## config.mk

```make
export PLATFORM = sky130hd
export DESIGN_NAME = ex_div_seq
export DESIGN_NICKNAME = d
export VERILOG_FILES = /design/src/rtl/riscv_pkg.sv /design/src/rtl/div_restore_step.sv /design/src/rtl/ex_div_seq.sv
export SDC_FILE = /design/constraint.sdc
export NUM_CORES = 1
export LEC_CHECK = 0
export ABC_AREA = 1
export CORE_ASPECT_RATIO = 0.8
export CORE_MARGIN = 1
export CORE_UTILIZATION = 29
export CTS_CLUSTER_DIAMETER = 40
export CTS_CLUSTER_SIZE = 12
export DETAILED_ROUTE_END_ITERATION = 10
export GPL_TIMING_DRIVEN = 0
export SYNTH_ARGS = -nofsm -noshare
export SYNTH_HDL_FRONTEND = slang
export SYNTH_SLANG_ARGS = --single-unit
```

## constraint.sdc

```tcl
create_clock -name clk -period 4.2 [get_ports clk]
set_clock_uncertainty 0.2 [all_clocks]
set_input_delay 0.63 -clock clk [delete_from_list [all_inputs] [get_ports clk]]
set_output_delay 0.63 -clock clk [all_outputs]
set_load 0.01 [all_outputs]
```

## src/rtl/riscv_pkg.sv

```systemverilog
// Shared types for the EX-stage divide sequencer: operation encoding, FSM states, iteration count.
package riscv_pkg;

  typedef enum logic [1:0] {
    OP_DIV  = 2'd0,
    OP_DIVU = 2'd1,
    OP_REM  = 2'd2,
    OP_REMU = 2'd3
  } div_op_e;

  typedef enum logic [1:0] {
    ST_IDLE = 2'd0,
    ST_CALC = 2'd1,
    ST_FIX  = 2'd2,
    ST_DONE = 2'd3
  } div_state_e;

  localparam int DIV_ITER = 32;

endpackage

```

## src/rtl/div_restore_step.sv

```systemverilog
// One restoring-division iteration: shift {rem, quo} left, trial-subtract the divisor, keep if non-negative.
module div_restore_step #(
  parameter int XLEN = 32
) (
  input  logic [XLEN-1:0] rem_i,
  input  logic [XLEN-1:0] quo_i,
  input  logic [XLEN-1:0] divisor_i,
  output logic [XLEN-1:0] rem_o,
  output logic [XLEN-1:0] quo_o
);

  logic [XLEN:0] rem_sh;
  logic [XLEN:0] diff;

  // rem < divisor on entry, so the shifted value stays below 2*divisor and
  // the MSB of the 33-bit difference is a reliable sign.
  assign rem_sh = {rem_i, quo_i[XLEN-1]};
  assign diff   = rem_sh - {1'b0, divisor_i};

  always_comb begin
    if (!diff[XLEN]) begin
      rem_o = diff[XLEN-1:0];
      quo_o = {quo_i[XLEN-2:0], 1'b1};
    end else begin
      rem_o = rem_sh[XLEN-1:0];
      quo_o = {quo_i[XLEN-2:0], 1'b0};
    end
  end

endmodule

```

## src/rtl/ex_div_seq.sv

```systemverilog
// Iterative RV32M DIV/DIVU/REM/REMU sequencer for EX; holds the result until acknowledged.
// Optional MD_DIV_EARLY_OUT_EN: divide-by-zero and signed overflow skip straight from IDLE to DONE.
module ex_div_seq
  import riscv_pkg::*;
#(
  parameter int XLEN = 32
) (
  input  logic            clk,
  input  logic            reset_n,
  input  logic            start,
  output logic            start_ready,
  input  div_op_e         div_op,
  input  logic [XLEN-1:0] operand_a,
  input  logic [XLEN-1:0] operand_b,
  input  logic            kill,
  output logic            busy,
  output logic            result_valid,
  output logic [XLEN-1:0] result,
  input  logic            result_ack
);

  localparam logic [XLEN-1:0] INT_MIN = {1'b1, {(XLEN-1){1'b0}}};

  div_state_e      state_q;
  logic [4:0]      count_q;
  div_op_e         op_q;
  logic            sign_a_q, sign_b_q, special_q;
  logic [XLEN-1:0] rem_q, quo_q, divisor_q, spec_res_q, result_q;
  logic [XLEN-1:0] rem_d, quo_d;

  logic            is_signed_in, is_rem_in, a_neg, b_neg, div_zero, ovf, special_in;
  logic [XLEN-1:0] abs_a, abs_b, spec_val;
  logic            op_is_rem;
  logic [XLEN-1:0] q_fix, r_fix, fix_res;

  assign is_signed_in = (div_op == OP_DIV) || (div_op == OP_REM);
  assign is_rem_in    = (div_op == OP_REM) || (div_op == OP_REMU);
  assign a_neg        = is_signed_in && operand_a[XLEN-1];
  assign b_neg        = is_signed_in && operand_b[XLEN-1];
  assign abs_a        = a_neg ? -operand_a : operand_a;
  assign abs_b        = b_neg ? -operand_b : operand_b;

  // Special results are resolved at accept time so both builds return identical values.
  assign div_zero   = (operand_b == '0);
  assign ovf        = is_signed_in && (operand_a == INT_MIN) && (operand_b == '1);
  assign special_in = div_zero || ovf;
  assign spec_val   = div_zero ? (is_rem_in ? operand_a : '1)
                               : (is_rem_in ? '0 : INT_MIN);

  assign op_is_rem = (op_q == OP_REM) || (op_q == OP_REMU);
  assign q_fix     = (sign_a_q ^ sign_b_q) ? -quo_q : quo_q;
  assign r_fix     = sign_a_q ? -rem_q : rem_q;
  assign fix_res   = special_q ? spec_res_q : (op_is_rem ? r_fix : q_fix);

  div_restore_step #(.XLEN(XLEN)) u_step (
    .rem_i     (rem_q),
    .quo_i     (quo_q),
    .divisor_i (divisor_q),
    .rem_o     (rem_d),
    .quo_o     (quo_d)
  );

  always_ff @(posedge clk or negedge reset_n) begin
    if (!reset_n) begin
      state_q    <= ST_IDLE;
      count_q    <= '0;
      op_q       <= OP_DIV;
      sign_a_q   <= 1'b0;
      sign_b_q   <= 1'b0;
      special_q  <= 1'b0;
      rem_q      <= '0;
      quo_q      <= '0;
      divisor_q  <= '0;
      spec_res_q <= '0;
      result_q   <= '0;
    end else if (kill) begin
      state_q <= ST_IDLE;
    end else begin
      case (state_q)
        ST_IDLE: begin
          if (start) begin
            op_q       <= div_op;
            sign_a_q   <= a_neg;
            sign_b_q   <= b_neg;
            quo_q      <= abs_a;
            divisor_q  <= abs_b;
            rem_q      <= '0;
            count_q    <= 5'(DIV_ITER - 1);
            special_q  <= special_in;
            spec_res_q <= spec_val;
`ifdef MD_DIV_EARLY_OUT_EN
            if (special_in) begin
              state_q  <= ST_DONE;
              result_q <= spec_val;
            end else begin
              state_q  <= ST_CALC;
            end
`else
            state_q    <= ST_CALC;
`endif
          end
        end
        ST_CALC: begin
          rem_q <= rem_d;
          quo_q <= quo_d;
          if (count_q == 5'd0) state_q <= ST_FIX;
          else                 count_q <= count_q - 5'd1;
        end
        ST_FIX: begin
          result_q <= fix_res;
          state_q  <= ST_DONE;
        end
        ST_DONE: begin
          if (result_ack) state_q <= ST_IDLE;
        end
        default: state_q <= ST_IDLE;
      endcase
    end
  end

  assign start_ready  = (state_q == ST_IDLE);
  assign busy         = (state_q == ST_CALC) || (state_q == ST_FIX);
  assign result_valid = (state_q == ST_DONE);
  assign result       = result_q;

endmodule

```

==> results by group <==
Outcome
  • Outcome: finished clean

Global routing
  • GRT Residual Overflow: 0
  • Initial antenna violation count: 1
  • Vias in the first global route: 14700
  • Global-route wire length before repair: 85.87 mm
  • Overall Global Routing Usage: 0.2214
  • Largest net degree at the start of global routing: 91

Detailed routing
  • Drt wl/cell: approximately 18 µm
  • Drt total wl: 55.79 mm
  • Initial DRC Count: around 1600
  • Detailed Routing Iterations Pass 1: 5
  • Drt drc: 0
  • Antenna viol nets, final: 0
  • Routed via count: between 15000 and 20000
  • Vias per cell: 5.177

Setup path
  • Crit path kind: flop to flop
  • CP max stage delay: 0.45 ns
  • Most used cell along the critical path: buf_2
  • Worst path bufs/invs: 4
  • CP required: 4.42 ns
  • CP endpoint: rem_q[15]$_DFFE_PN0P_
  • Reg2reg end: rem_q[15]$_DFFE_PN0P_
  • Crit Reg-Reg Startpoint: state_q[1]$_DFFE_PN0P_
  • Crit path launch type: flop
  • Crit path from: state_q[1]$_DFFE_PN0P_
  • CP max-delay cell: nor2_2
  • Crit-path max FO: 10
  • CP Capture Type: flop
  • Worst EP arrival: 3.25 ns
  • Worst path cell trace: inv_1 > ha_1 > nor2_1 > nor3_2 > inv_2 > nor2_2 > buf_2 > buf_2 > nand3_1 > nand2_1
  • Top delay family on crit path: buffers and inverters
  • R2r worst-path depth: 10
  • Reg2Reg Setup Slack: 1.17 ns
  • Levels on crit path: 10

Synthesis
  • Ys flop type: dfrtp_1
  • Netlist Area Pre-Place: about 0.014 mm²
  • Number of synthesized flops with an enable pin: 0
  • Syn avg cell area: about 6.3 µm²
  • Yosys reg bits: between 150 and 200
  • Post-synth ARST share: 1.000
  • Yosys Warn Count: 0
  • Sequential cell area fraction in the yosys report: 0.2972
  • Synth unique cells: 47
  • Syn Nets: 2417
  • Post-Synthesis Cells: 2302

Placement
  • Place WS: 0.8291 ns
  • Placed cells: 3037
  • GP Congestion: 0.9614
  • Port Buffers: 105
  • Placed Area: 0.01627 mm²
  • Post-DP HPWL: 45.81 mm

Power
  • Pleak: 8.583 nW
  • Switching pwr: 4.565 mW
  • Sequential power share: 0.260
  • Peak VDD IR: 0.3155 mV
  • Sw Share: 0.4973
  • PwrDens: around 540 mW/mm²
  • Clk pwr share: 0.183
  • Comb pwr share: 0.557
  • P_int: between 4 and 5 mW

Die
  • Num rows: 72
  • Full die area: 0.05055 mm²
  • Starting Density: 0.2960
  • Width of the die: approximately 250 µm
  • Die Ht: between 200 and 250 µm
  • Core area: 0.04865 mm²
  • I/O pins: between 100 and 150

STA
  • Max-slew violations: 0
  • Tmin final: roughly 3 ns
  • Hold Vio Cnt, Final: 0
  • Final period util: 0.7216
  • Final WS setup: 1.169 ns
  • Setup TNS: 0 ns
  • Slew @ Worst Pin: 0.9334 ns
  • Rel. slew slack: 0.3777
  • Fmax: 330.0 MHz
  • # setup viols final: 0
  • RSZ-0062 raised after global routing: false

Clocking
  • Root buf cell: clkbuf_16
  • Num CTS Buffers: 17
  • Reg clk slew, reported paths: ~0.080 ns
  • Clk Latency, worst-skew pair: 0.48 ns
  • Postcts setup bufs: 0
  • H-tree Lvls: 4
  • CTS Buffer Depth: 2
  • CTS sink cnt: ~170
  • TritonCTS clock tree: done

Finish
  • Final Cell Area: 0.01688 mm²
  • Layout Nets: roughly 2500
  • Layout area overhead: 17.22%
  • Share of cells above drive strength 1: 0.05694
  • Layout Cells excl Fill: 3071
  • Most frequent cells in the layout: nand2_1, inv_1, nand3_1
  • Fin util: 0.3469
  • Commonest non-fill, non-tap cell in the layout: nand2_1

Run
  • Max-cap violations: 0

Hold path
  • HP Class: flop to flop
Yosys cell counts (6+ instances only):
cell	number	area share
nand2_1	675	0.18
inv_1	336	0.088
nand3_1	269	0.094
nor2_1	195	0.051
dfrtp_1	171	0.30
o21ai_0	132	0.046
a21oi_1	88	0.031
o22ai_1	50	0.022
clkbuf_1	45	0.012
ha_1	43	0.037
nand4_1	42	0.018
nand2_2	35	0.015
nor3_1	29	0.010
xor2_1	23	0.014
xnor2_1	21	0.013
buf_2	18	0.0063
o21bai_1	16	0.0083
o211ai_1	15	0.0078
o221ai_1	15	0.0091
inv_2	14	0.0036
nor2_2	10	0.0043
buf_4	6	0.0031
o21ai_1	6	0.0021
sequential cells by signal, indices dropped and copies added (netlist names):
| signal | cells |
|---|---|
| rem_q | 32 |
| count_q | 5 |
| sign_b_q | 1 |
| state_q | 2 |
| result | 32 |
| special_q | 1 |
| op_q | 1 |
| sign_a_q | 1 |
| quo_q | 32 |
| divisor_q | 32 |
| spec_res_q | 32 |
power groups by stage:
stage / clock (mW) / sequential, mW / combinational [mW]
after global routing: 1.77 / 2.44 / 5.65
final: 1.68 / 2.39 / 5.12
after floorplan: 0 / 2.38 / 3.16
after global placement: 0 / 2.40 / 4.95
after CTS: 1.71 / 2.38 / 5.02
after detailed placement: 0 / 2.41 / 4.99
routing by layer:
layer | up-vias | wire length [µm] | part of all wire | global-route usage
met5 | - | 0 | 0 | 0
met4 | 0 | 1073 | 0.019 | 0.05684
met3 | 58 | 4408 | 0.079 | 0.03493
met2 | 674 | 21920 | 0.39 | 0.3031
met1 | 7445 | 28390 | 0.51 | 0.3505
li1 | 7721 | - | - | -
what timing repair did:
item,in CTS,in global routing
hold buffers,1,0
hold endpoints to repair,74,0
gates resized for setup,0,0
cell type report:
class	instances	area (µm²)
buffer	76	385.4
inverter	350	1314
clock buffer	18	439.2
antenna	1	2.502
multi-input combinational	1705	8419
timing repair buffer	107	1094
fill	5339	31770
tap	629	787.0
sequential	171	4279
clock inverter	14	157.7
how the worst min path moves through the flow:
| stage | start | endpoint | slack, ns | cells after the start |
|---|---|---|---|---|
| after floorplan | reset_n | count_q[0]$_DFFE_PN0P_ | 0.13 | 0 |
| after global placement | result[23]$_DFFE_PN0P_ | result[23]$_DFFE_PN0P_ | 0.27 | 2 |
| after detailed placement | result[10]$_DFFE_PN0P_ | result[10]$_DFFE_PN0P_ | 0.26 | 2 |
| after CTS | result[18]$_DFFE_PN0P_ | result[18]$_DFFE_PN0P_ | 0.29 | 2 |
| after global routing | result[23]$_DFFE_PN0P_ | result[23]$_DFFE_PN0P_ | 0.31 | 2 |
| final | result[24]$_DFFE_PN0P_ | result[24]$_DFFE_PN0P_ | 0.28 | 2 |
per-stage QoR:
stage	power (mW)	hold slack (ns)
6_report	9.181	0.2809
5_1_grt	9.863	0.3069
4_1_cts	9.103	0.2886
3_5_place_dp	7.402	0.2649
3_3_place_gp	7.354	0.2655
2_1_floorplan	5.535	0.1344
worst min-delay path: stages (launching register included):
cell and delay, ns:
dfrtp_1 0.35, nand2_1 0.05, nand2_1 0.05
cells by family after synthesis:
logic type / Yosys count / synth area share
compound gates: 338 / 0.1348
xor+xnor: 44 / 0.02677
fa+ha+maj: 44 / 0.03876
buf+inv: 426 / 0.1180
flops: 171 / 0.2972
simple gates: 1279 / 0.3845
(Power assumes the default switching activity.)
